**src/rtl/mux32b_sel.sv**
```systemverilog
// mux32b_sel: 2:1 word select with registered copy, valid flag and select-change counter.
// Ports:
//   clk, rst        rising-edge clock, synchronous active-high reset
//   Src1, Src2      operands; choose=0 picks Src1, choose=1 picks Src2
//   choose          select
//   in_valid        qualifies operands/select for the registered path
//   result          combinational select
//   result_q        registered select, loaded on in_valid cycles
//   out_valid       result_q was loaded on the previous edge
//   sel_toggle_cnt  saturating count of registered-select changes
//   result_par      (only with MUX32B_PARITY_EN) XOR-reduction of the value loaded into result_q
module mux32b_sel #(
    parameter int WIDTH = 32,
    parameter int CNT_W = 16
) (
    input  logic             clk,
    input  logic             rst,
    input  logic [WIDTH-1:0] Src1,
    input  logic [WIDTH-1:0] Src2,
    input  logic             choose,
    input  logic             in_valid,
    output logic [WIDTH-1:0] result,
    output logic [WIDTH-1:0] result_q,
    output logic             out_valid,
    output logic [CNT_W-1:0] sel_toggle_cnt
`ifdef MUX32B_PARITY_EN
    ,
    output logic             result_par
`endif
);
    logic sel_q;
    assign result = choose ? Src2 : Src1;
    always_ff @(posedge clk) begin
        if (rst) begin
            result_q       <= '0;
            out_valid      <= 1'b0;
            sel_q          <= 1'b0;
            sel_toggle_cnt <= '0;
        end else if (in_valid) begin
            result_q  <= result;
            out_valid <= 1'b1;
            sel_q     <= choose;
            // counter sticks at all-ones rather than wrapping
            if (choose != sel_q && !(&sel_toggle_cnt))
                sel_toggle_cnt <= sel_toggle_cnt + 1'b1;
        end else begin
            out_valid <= 1'b0;
        end
    end
`ifdef MUX32B_PARITY_EN
    always_ff @(posedge clk) begin
        if (rst)
            result_par <= 1'b0;
        else if (in_valid)
            result_par <= ^result;
    end
`endif
endmodule

```
**config.mk**
```make
export PLATFORM = sky130hd
export DESIGN_NAME = mux32b_sel
export DESIGN_NICKNAME = d
export VERILOG_FILES = /design/src/rtl/mux32b_sel.sv
export SDC_FILE = /design/constraint.sdc
export NUM_CORES = 1
export LEC_CHECK = 0
export ABC_AREA = 1
export BUFFER_PORTS_ARGS = -buffer_cell sky130_fd_sc_hd__buf_2
export CORE_AREA = 5 5 84 86
export CTS_CLUSTER_SIZE = 20
export DETAILED_ROUTE_END_ITERATION = 12
export DIE_AREA = 0 0 89 91
export PLACE_DENSITY_LB_ADDON = 0.08
export SKIP_LAST_GASP = 1
export SYNTH_ARGS = -nofsm -noshare
export SYNTH_HDL_FRONTEND = slang
export SYNTH_SLANG_ARGS = --single-unit
```
**constraint.sdc**
```tcl
create_clock -name clk -period 2.67 [get_ports clk]
set_input_delay 0 -clock clk [delete_from_list [all_inputs] [get_ports clk]]
set_output_delay 0 -clock clk [all_outputs]
set_load 0.01 [all_outputs]
```
==> impl_results.md, run 1 <==
* Result of the run: complete, no violations
* Die width at roughly 89 um
* Sum of net half-perimeters after detailed placement at around 5700 um
* Crit path launch type: flip-flop
* Leakage power at between 1.5 and 2 nW
* Cells traversed along the worst timing path: ha_1 > nand2_1 > nor2_1 > nand2_1 > inv_1 > nand2_1 > nand3_1 > nand2_1 > nand2_1 > nor2_1
* Layout cell share with drive strength beyond 1 at about two fifths
* Total congestion overflow after global routing at 0
* Power per unit of standard cell area at 478 nW/um^2
* Sw Share at roughly 28%
* Layout-stage area growth over the synthesis result at 33.1%
* Remaining max-slew budget at the tightest pin at a little over two thirds
* Post-synthesis instance total at roughly 380
* Largest net degree at the start of global routing at 39
* CTS tree: done
* CP arrival at 1.84 ns
* Die height at approximately 91 um
* Hold path depth at 4
* Start point of the worst hold path: Src2[8]
* DR pass1 iterations at 4
* Synth cell types at 21
* Setup slack on the worst flop-to-flop path at ~1.0 ns
* Number of max-slew violations in the final report at 0
* Flip-flop and latch count after synthesis at 50
* P_int at approximately 1.2 mW
* CP Depth at 10
* Most common cell on crit path: sky130_fd_sc_hd__nand2_1
* Endpoints failing hold at 0
* Per-instance average area after synthesis at 7.09 um^2
* Peak fanout along the critical path at 8
* Min Clock Period, post-route at 1.66 ns
* Post-Route Hold Slack at just over 0.04 ns
* Buffers and inverters on the worst path at 1
* FP Rows at 29
* Average wire per cell in the routed design at 12.5 um
* Total track usage at about 18%
* Count of placed standard cells in the final layout, fillers left out at between 500 and 600
* Min-delay worst type: input port to flip-flop
* DP Cell Count at between 500 and 600
* Antenna violations before repair at 0
* Length in cells of the worst reg-to-reg path at 10
* Biggest cell delay along the critical path at 0.42 ns
* Fraction of power consumed by sequential logic at between 40% and 50%
* CP endpoint kind: flip-flop
* Number of ports placed on the die boundary at roughly 150
* Post-CTS setup repair buffer count at 0
* Crit Reg-Reg Startpoint: sel_toggle_cnt[0]
* Largest delay contributor family on the critical path: simple AND/OR/NAND/NOR gates
* Worst endpoint required time at around 2.9 ns
* GP Congestion at between 0.7 and 0.8
* Via count of the first global-routing pass at 2667
* Post-route setup TNS at 0 ns
* Power consumption at between 1.5 and 2 mW
* Core area at around 6200 um^2
* Net total in the final layout at between 500 and 600
* Detail-routed via count per cell at between 4 and 5
* Syn nets at roughly 450
* First-pass GRT wire length at between 10000 and 15000 um
* CTS H-tree depth at 2
* Portion of total power attributed to combinational logic at 21.0%
* Endpoint with the worst hold slack: result_q[8]
* Root Driver: sky130_fd_sc_hd__clkbuf_8
* Filler cells at about 620
* Sw Pwr at around 470 uW
* Fraction of the yosys area taken by sequential cells at 37.5%
* End of the worst register-to-register path: sel_toggle_cnt[0]
* Count of final setup violators at 0
* Insertion delay to the later sink of the worst-skew pair at roughly 0.3 ns
* Total via count in the routed design at roughly 2800
* Hold-fix buffer count after cts at 0
* Number of DRC violations after detailed routing at 0
* Clock net sink count at 50
* Post-DRT Antenna Nets at 0
* Routed Wire Length at about 7500 um
* Setup repair after global routing missed its margin: false
* Share of the clock period used by the worst path after layout at 62.2%
* Netlist area before placement at about 2700 um^2
* Transition at the pin with the smallest max-transition slack at about 0.44 ns
* Worst vdd rail ir drop at 0.000320 V
* Worst Setup Path Type: flip-flop to flip-flop
* Proportion of power drawn by the clock network at about a third
* Initial standard-cell utilization of the core at between 40% and 50%
* Detailed router's first-iteration violation count at 71
* Worst-case clock skew at about 0.013 ns
* Synth warn at 0
* Slowest cell on the critical path: sky130_fd_sc_hd__dfxtp_1
* Clock-pin slew of the registers on the worst-case setup and hold paths at ~0.090 ns
* Max-Cap Viols at 0
* Resized Gates After CTS at 0
* Fmax at roughly 600 MHz
* Maximum buffer depth of the clock tree at 2
* TritonCTS buffer count at 5
* Area of the die at between 8000 and 9000 um^2
* Antenna diode instance count at 0
* Input/output buffers at between 100 and 150
-- cell usage after synthesis --
| library cell | n | share of area [%] |
|---|---|---|
| sky130_fd_sc_hd__nor2_4 | 1 | 0.42 |
| sky130_fd_sc_hd__a21oi_2 | 7 | 2.3 |
| sky130_fd_sc_hd__buf_1 | 4 | 0.56 |
| sky130_fd_sc_hd__mux2_2 | 32 | 13 |
| sky130_fd_sc_hd__xor2_4 | 1 | 1.0 |
| sky130_fd_sc_hd__inv_4 | 1 | 0.23 |
| sky130_fd_sc_hd__ha_1 | 1 | 0.47 |
| sky130_fd_sc_hd__buf_12 | 1 | 0.75 |
| sky130_fd_sc_hd__dfxtp_1 | 50 | 37 |
| sky130_fd_sc_hd__nor3_1 | 1 | 0.19 |
| sky130_fd_sc_hd__nand3_1 | 23 | 4.3 |
| sky130_fd_sc_hd__inv_1 | 54 | 7.6 |
| sky130_fd_sc_hd__nor2_2 | 3 | 0.70 |
| sky130_fd_sc_hd__nand2_1 | 47 | 6.6 |
| sky130_fd_sc_hd__nor2_1 | 103 | 14 |
| sky130_fd_sc_hd__o21ai_0 | 33 | 6.2 |
| sky130_fd_sc_hd__nand4_1 | 2 | 0.47 |
| sky130_fd_sc_hd__nor2_8 | 1 | 0.75 |
| sky130_fd_sc_hd__buf_2 | 5 | 0.94 |
| sky130_fd_sc_hd__clkbuf_1 | 6 | 0.84 |
| sky130_fd_sc_hd__buf_4 | 1 | 0.28 |
-- placed cells by master (no fill, tap or decap), types with 2 or more instances in the layout --
master / count
sky130_fd_sc_hd__mux2_2: 32
sky130_fd_sc_hd__dfxtp_1: 50
sky130_fd_sc_hd__nand2_1: 47
sky130_fd_sc_hd__inv_1: 54
sky130_fd_sc_hd__nand3_1: 23
sky130_fd_sc_hd__o21ai_0: 33
sky130_fd_sc_hd__a21oi_2: 7
sky130_fd_sc_hd__clkinv_2: 2
sky130_fd_sc_hd__buf_4: 4
sky130_fd_sc_hd__nor2_1: 103
sky130_fd_sc_hd__buf_2: 148
sky130_fd_sc_hd__nor2_2: 3
sky130_fd_sc_hd__clkbuf_8: 5
sky130_fd_sc_hd__nand4_1: 2
-- power groups by stage --
stage          Sequential, mW  Combinational [mW]  Clock (mW)
2_1_floorplan           0.844               0.196           0
3_3_place_gp            0.823               0.359           0
3_5_place_dp            0.825               0.363           0
4_1_cts                 0.809               0.364       0.552
5_1_grt                 0.814               0.398       0.586
6_report                0.808               0.357       0.535
-- sequential cells by signal, summed over array words and instances, names as in the netlist --
signal,flops
out_valid,1
result_q,32
sel_q,1
sel_toggle_cnt,16
-- through the flow --
step / util (%) / instance area [um^2] / setup slack [ns]
after floorplan: - / 2670 / 1.12
after global placement: 55.6 / 3450 / 1.11
after detailed placement: 55.6 / 3450 / 1.04
after CTS: 57.4 / 3560 / 1.01
after global routing: 57.4 / 3560 / 0.801
final: 57.4 / 3560 / 1.01
-- worst max-delay path by stage --
| stage | startpoint | to | slack, ns |
|---|---|---|---|
| after global placement | sel_toggle_cnt[0] | sel_toggle_cnt[0] | 1.11 |
| after global routing | sel_toggle_cnt[0] | sel_toggle_cnt[1] | 0.80 |
| after detailed placement | sel_toggle_cnt[0] | sel_toggle_cnt[0] | 1.04 |
| final | sel_toggle_cnt[0] | sel_toggle_cnt[0] | 1.01 |
| after floorplan | sel_toggle_cnt[0] | sel_toggle_cnt[10] | 1.12 |
| after CTS | sel_toggle_cnt[0] | sel_toggle_cnt[0] | 1.01 |
-- routing by layer --
metal  up-vias  routed length (um)  track usage [%]
met2        82                3670             30.5
li1       1448                   -                -
met4         0                  49             2.98
met5         -                   0                0
met3         4                 613             6.88
met1      1217                3140             22.9
-- cell type report --
type	count	area, um^2	share of cell area, %
flip-flops and latches	50	1000	28.1
repair buffers	152	771	21.7
clock inverters	3	40.0	1.13
multi-input cells	255	1370	38.6
inverters	55	209	5.87
well taps	77	96.3	2.71
clock buffers	5	68.8	1.93
-- tightest hold or removal path: stages --
cell	delay [ns]
sky130_fd_sc_hd__buf_2	0.07
sky130_fd_sc_hd__mux2_2	0.14
sky130_fd_sc_hd__o21ai_0	0.06
sky130_fd_sc_hd__inv_1	0.04
-- cells by family (layout without fill, tap and decap cells) --
logic type                 Yosys count  after routing  synth area share, %
and+or+nand+nor                    181            181                 27.9
buffers and inverters               72            215                 11.2
DFF                                 50             50                 37.5
AOI/OAI and AO/OA                   40             40                 8.47
muxes                               32             32                 13.5
adders and majority gates            1              1                0.468
xor gates and xnor gates             1              1                 1.03
Note: power is estimated with default switching activity, not from simulation.
==> run 2, diff against run 1 <==
==> constraint.sdc (replaced) <==
create_clock -name clk -period 1.7 [get_ports clk]
set_input_delay 0 -clock clk [delete_from_list [all_inputs] [get_ports clk]]
set_output_delay 0 -clock clk [all_outputs]
set_load 0.01 [all_outputs]
==> run 2 against run 1 <==
Effect of this change: non-clock buffer count up 8; clock power increased by 49%; design area up 2.1%; wire length fell by 0.13%; fmax up 9.0%; first-iteration DRC count grew 7.0%; via count grew 1.6%; utilization grew 1.2 points.
==> impl_results.md, run 2 (same netlist as run 1, synthesis figures left out) <==
* Power consumption at about 2.6 mW
* Proportion of power drawn by the clock network at 30.2%
* Average wire per cell in the routed design at approximately 12 um
* Layout-stage area growth over the synthesis result at 35.9%
* Clock net sink count at 50
* Maximum buffer depth of the clock tree at 2
* Result of the run: complete, no violations
* Total via count in the routed design at between 2000 and 3000
* Initial standard-cell utilization of the core at 43.1%
* Insertion delay to the later sink of the worst-skew pair at 0.30 ns
* Remaining max-slew budget at the tightest pin at 69.2%
* Number of DRC violations after detailed routing at 0
* Sum of net half-perimeters after detailed placement at roughly 5700 um
* Power per unit of standard cell area at approximately 730 nW/um^2
* Post-route setup TNS at 0 ns
* Worst endpoint required time at 1.90 ns
* Biggest cell delay along the critical path at just under 0.4 ns
* Commonest cells after routing, fill and taps aside: 148 x sky130_fd_sc_hd__buf_2, 102 x sky130_fd_sc_hd__nor2_1, 54 x sky130_fd_sc_hd__inv_1
* TritonCTS buffer count at 5
* Fraction of power consumed by sequential logic at 48.0%
* Portion of total power attributed to combinational logic at 21.8%
* Detailed router's first-iteration violation count at 76
* Most common cell on crit path: sky130_fd_sc_hd__nand2_1
* Top register by number of flip-flops: result_q
* Total congestion overflow after global routing at 0
* Largest net degree at the start of global routing at 35
* Number of max-slew violations in the final report at 0
* Die width at 89 um
* Sw Share at 27.6%
* Min-delay worst type: input port to flip-flop
* Setup repair after global routing missed its margin: false
* Antenna diode instance count at 0
* Max-Cap Viols at 0
* Flip-flop count of the largest register after layout at 32
* Worst-case clock skew at 0.00311 ns
* Count of final setup violators at 0
* Total track usage at between 10% and 20%
* Antenna violations before repair at 0
* Fmax at 656 MHz
* Transition at the pin with the smallest max-transition slack at between 0.4 and 0.5 ns
* First-pass GRT wire length at 12100 um
* Routed Wire Length at about 7500 um
* Registers with the most flip-flops: result_q: 32 flops, sel_toggle_cnt: 16 flops
* CP endpoint kind: flip-flop
* Crit path launch type: flip-flop
* Sw Pwr at about 730 uW
* FP Rows at 29
* Area of the die at approximately 8100 um^2
* Worst vdd rail ir drop at 0.000448 V
* Input/output buffers at ~150
* CP arrival at 1.73 ns
* Most common cell after layout, fill and taps aside: sky130_fd_sc_hd__buf_2
* Min Clock Period, post-route at approximately 1.5 ns
* Via count of the first global-routing pass at between 2000 and 3000
* Filler cells at a little over 600
* Endpoints failing hold at 0
* Die height at between 90 and 100 um
* GP Congestion at between 0.8 and 0.9
* P_int at 1.91 mW
* Slowest cell on the critical path: sky130_fd_sc_hd__dfxtp_1
* DR pass1 iterations at 4
* Clock-pin slew of the registers on the worst-case setup and hold paths at 0.09 ns
* Core area at 6200 um^2
* Number of ports placed on the die boundary at 149
* Root Driver: sky130_fd_sc_hd__clkbuf_8
* CTS H-tree depth at 2
* Detail-routed via count per cell at around 4.6
* CTS tree: done
* Post-DRT Antenna Nets at 0
* Leakage power at between 1.5 and 2 nW
* Share of the clock period used by the worst path after layout at 89.6%
* Total area of multi-input combinational cells at 1380 um^2
* Worst Setup Path Type: flip-flop to flip-flop
* Cells traversed along the worst timing path: ha_1 > nand2_1 > nor3_1 > nand2_1 > nor2_1 > nand3_1 > nand2_1 > nor2_1
* Layout cell share with drive strength beyond 1 at between 40 and 50%
* Peak fanout along the critical path at 4
* Register area at between 1000 and 1500 um^2
* Net total in the final layout at roughly 600
-- run 2: layout make-up --
type	count	area share, %
inverter	55	5.75
clock buffer	8	3.03
sequential	50	27.6
multi-input combinational	255	38.1
tap	77	2.65
timing repair buffer	160	22.9
-- run 2: worst paths after layout --
kind,from,depth (start not counted),end,slack (ns)
setup / recovery,sel_toggle_cnt[1],8,sel_toggle_cnt[12],0.18
hold / removal,Src1[16],4,result_q[16],0.04
setup reg to reg,sel_toggle_cnt[1],8,sel_toggle_cnt[12],0.18
hold reg to reg,sel_toggle_cnt[15],2,sel_toggle_cnt[15],0.54
-- run 2: repair_timing --
action / CTS / global route
endpoints found under the hold margin: 4 / 0
buffers inserted: 0 / 0
endpoints found under the setup margin: 0 / 9
hold buffers: 1 / 0
gates resized for setup: 0 / 3
-- run 2: power groups by stage --
stage | Clock, mW | Combinational, mW | Sequential (mW)
after floorplan | 0 | 0.308 | 1.33
after global placement | 0 | 0.578 | 1.29
after detailed placement | 0 | 0.583 | 1.29
after CTS | 0.834 | 0.587 | 1.27
after global routing | 0.883 | 0.648 | 1.28
final | 0.798 | 0.577 | 1.27
-- run 2: critical path, delay by kind of cell, from the launching register on --
kind                     cells  cell delay, ns
flip-flops                   1            0.39
adder cells (fa/ha/maj)      1            0.18
AND/OR/NAND/NOR              7            0.87
-- run 2: per-layer routing --
layer  global-route usage, %  vias to the layer above  part of all wire (%)
li1                        -                     1464                     -
met1                    22.2                     1224                    42
met2                    30.7                       97                    48
met3                    5.61                       10                   8.4
met4                    6.33                        0                   1.2
met5                       0                        -                     0
-- run 2: per-stage QoR --
step	area, um^2	util (%)	cells	worst slack (ns)	hold WS (ns)
after global placement	3500	56.4	596	0.154	0.257
after detailed placement	3500	56.4	596	0.0952	0.264
final	3630	58.5	605	0.176	0.0390
after floorplan	2670	-	377	0.146	0.159
after global routing	3630	58.5	605	0.00251	0.0426
after CTS	3620	58.4	605	0.0729	0.0258
==> run 3, diff against run 2 <==
--- a/config.mk
+++ b/config.mk
@@ -7,10 +7,10 @@
 export LEC_CHECK = 0
 export ABC_AREA = 1
 export BUFFER_PORTS_ARGS = -buffer_cell sky130_fd_sc_hd__buf_2
-export CORE_AREA = 5 5 84 86
+export CORE_AREA = 8 8 87 89
 export CTS_CLUSTER_SIZE = 20
 export DETAILED_ROUTE_END_ITERATION = 12
-export DIE_AREA = 0 0 89 91
+export DIE_AREA = 0 0 95 97
 export PLACE_DENSITY_LB_ADDON = 0.08
 export SKIP_LAST_GASP = 1
 export SYNTH_ARGS = -nofsm -noshare
==> constraint.sdc (replaced) <==
create_clock -name clk -period 1.7 [get_ports clk]
set_input_delay 0 -clock clk [delete_from_list [all_inputs] [get_ports clk]]
set_output_delay 0 -clock clk [all_outputs]
set_load 0.005 [all_outputs]
==> run 3 against run 2 <==
Effect of this change: sequential power about the same; clock skew is 0.00090 ns higher; critical path depth up 1; via count shrank 0.86%; design area down 0.31%; clock power decreased by 8.3%; critical path type unchanged; utilization decreased by 0.18 points; wire length is 7.3% higher; largest power group unchanged; register-to-register slack hardly changed; fmax grew 0.99%; non-clock buffer count fell by 1.
==> impl_results.md, run 3 (same netlist as run 1, synthesis figures left out) <==
* First-pass GRT wire length at ~13000 um
* Number of ports placed on the die boundary at approximately 150
* Fmax at between 600 and 700 MHz
* Area of the die at around 9000 um^2
* Remaining max-slew budget at the tightest pin at between 60% and 70%
* Average wire per cell in the routed design at between 10 and 15 um
* Endpoints failing hold at 0
* Total via count in the routed design at 2771
* Insertion delay to the later sink of the worst-skew pair at ~0.30 ns
* Sw Share at between 20 and 30%
* Registers with the most flip-flops: result_q: 32 flops, sel_toggle_cnt: 16 flops
* Cells traversed along the worst timing path: ha_1 > nand2_1 > nor2_2 > nand2_1 > nor2_4 > nor2_8 > nand3_1 > nand2_1 > nor2_1
* TritonCTS buffer count at 5
* Core area at between 6000 and 7000 um^2
* Flip-flop count of the largest register after layout at 32
* FP Rows at 29
* CP arrival at ~1.7 ns
* Share of the clock period used by the worst path after layout at about nine tenths
* Number of DRC violations after detailed routing at 0
* Min-delay worst type: input port to flip-flop
* Antenna diode instance count at 0
* DP Cell Count at roughly 600
* Power per unit of standard cell area at roughly 700 nW/um^2
* Initial standard-cell utilization of the core at between 40% and 50%
* Die width at about 95 um
* Detailed router's first-iteration violation count at 57
* Most common cell on crit path: sky130_fd_sc_hd__nand2_1
* CTS H-tree depth at 2
* Sum of net half-perimeters after detailed placement at a little over 6000 um
* Transition at the pin with the smallest max-transition slack at approximately 0.47 ns
* Portion of total power attributed to combinational logic at 21.2%
* Post-CTS setup repair buffer count at 0
* Count of final setup violators at 0
* Pre-CTS worst setup slack at 0.0984 ns
* Clock net sink count at 50
* Resized Gates After CTS at 0
* Post-route setup TNS at 0 ns
* Max-Cap Viols at 0
* Worst endpoint required time at between 1.5 and 2 ns
* Most common cell after layout, fill and taps aside: sky130_fd_sc_hd__buf_2
* GP Congestion at about 0.8
* Leakage power at 1.97 nW
* DR WL met2 at slightly above 4000 um
* Routed Wire Length at between 8000 and 9000 um
* Largest delay contributor family on the critical path: simple AND/OR/NAND/NOR gates
* Biggest cell delay along the critical path at ~0.33 ns
* Layout-stage area growth over the synthesis result at 35.5%
* Crit path launch type: flip-flop
* Worst-case clock skew at 0.00400 ns
* Layout cell share with drive strength beyond 1 at about 41%
* Die height at between 90 and 100 um
* Commonest cells after routing, fill and taps aside: 148 x sky130_fd_sc_hd__buf_2, 102 x sky130_fd_sc_hd__nor2_1, 54 x sky130_fd_sc_hd__inv_1
* Min Clock Period, post-route at around 1.5 ns
* Largest net degree at the start of global routing at 28
* Input/output buffers at approximately 150
* Sw Pwr at 707 uW
* Top register by number of flip-flops: result_q
* Post-DRT Antenna Nets at 0
* Fraction of power consumed by sequential logic at about half
* Worst Setup Path Type: flip-flop to flip-flop
* Net total in the final layout at just under 600
* Detail Route met3 WL at ~600 um
* DR pass1 iterations at 4
* Root Driver: sky130_fd_sc_hd__clkbuf_8
* Proportion of power drawn by the clock network at ~29%
* Peak fanout along the critical path at 19
* Setup repair after global routing missed its margin: false
* Max layer used: met4
* CTS tree: done
* P_int at approximately 1.8 mW
* Number of max-slew violations in the final report at 0
* Wire length the detailed router placed on met1 at around 3200 um
* Maximum buffer depth of the clock tree at 2
* Via count of the first global-routing pass at roughly 2900
* Final standard cell area without fillers at between 3000 and 4000 um^2
* Final worst slack at approximately 0.19 ns
* Clock-pin slew of the registers on the worst-case setup and hold paths at approximately 0.090 ns
* Result of the run: complete, no violations
* CP endpoint kind: flip-flop
* Total congestion overflow after global routing at 0
* Hold-fix buffer count after cts at 0
* Slowest cell on the critical path: sky130_fd_sc_hd__dfxtp_1
* Cell Area, Placed at between 3000 and 4000 um^2
* Utilization after layout at approximately 60%
* Buffers and inverters on the worst path at 0
* Count of placed standard cells in the final layout, fillers left out at about 600
* Worst vdd rail ir drop at 0.000501 V
* Detail-routed via count per cell at between 4 and 5
* Antenna violations before repair at 0
* Total track usage at about 17%
-- run 3: cell types whose count changed in the layout (fill, tap and decap cells not counted), sizes merged --
cell	previous run	this run
clkbuf	8	6
clkinv	0	1
clkinvlp	0	1
dlygate4sd3	1	0
-- run 3: area by class of cell --
type / count / area (um^2)
fillers: 613 / 2580
multi-input cells: 255 / 1380
flip-flops and latches: 50 / 1000
repair buffers: 159 / 836
inverters: 55 / 209
well taps: 77 / 96.3
clock buffers: 6 / 82.6
clock inverters: 2 / 12.5
-- run 3: path summary, 6_finish.rpt --
check,startpoint,end,slack [ns],cells after the start
setup / recovery,sel_toggle_cnt[0],sel_toggle_cnt[0],0.19,9
hold reg to reg,sel_toggle_cnt[15],sel_toggle_cnt[15],0.53,2
hold / removal,Src1[27],result_q[27],0.04,4
setup reg to reg,sel_toggle_cnt[0],sel_toggle_cnt[0],0.19,9
-- run 3: through the flow --
stage / total power, mW / hold WS [ns]
final: 2.54 / 0.0366
after global routing: 2.68 / 0.0319
after CTS: 2.57 / 0.0285
after detailed placement: 1.84 / 0.316
after global placement: 1.83 / 0.314
after floorplan: 1.59 / 0.137
-- run 3: power by group through the flow --
| stage | Combinational (mW) | Sequential (mW) | Clock, mW |
|---|---|---|---|
| global route | 0.602 | 1.28 | 0.799 |
| global placement | 0.541 | 1.29 | 0 |
| floorplan | 0.283 | 1.30 | 0 |
| detailed placement | 0.545 | 1.29 | 0 |
| finish | 0.537 | 1.27 | 0.732 |
| CTS | 0.547 | 1.27 | 0.755 |
-- run 3: per-layer routing --
layer | vias up | GRT usage [%]
li1 | 1464 | -
met1 | 1220 | 19.7
met2 | 82 | 29.7
met3 | 5 | 5.87
met4 | 0 | 5.05
met5 | - | 0
-- run 3: tightest hold or removal path, delay by kind of cell --
kind	cells	cell delay, ns
mux	1	0.14
buf+inv	2	0.11
compound gates	1	0.07
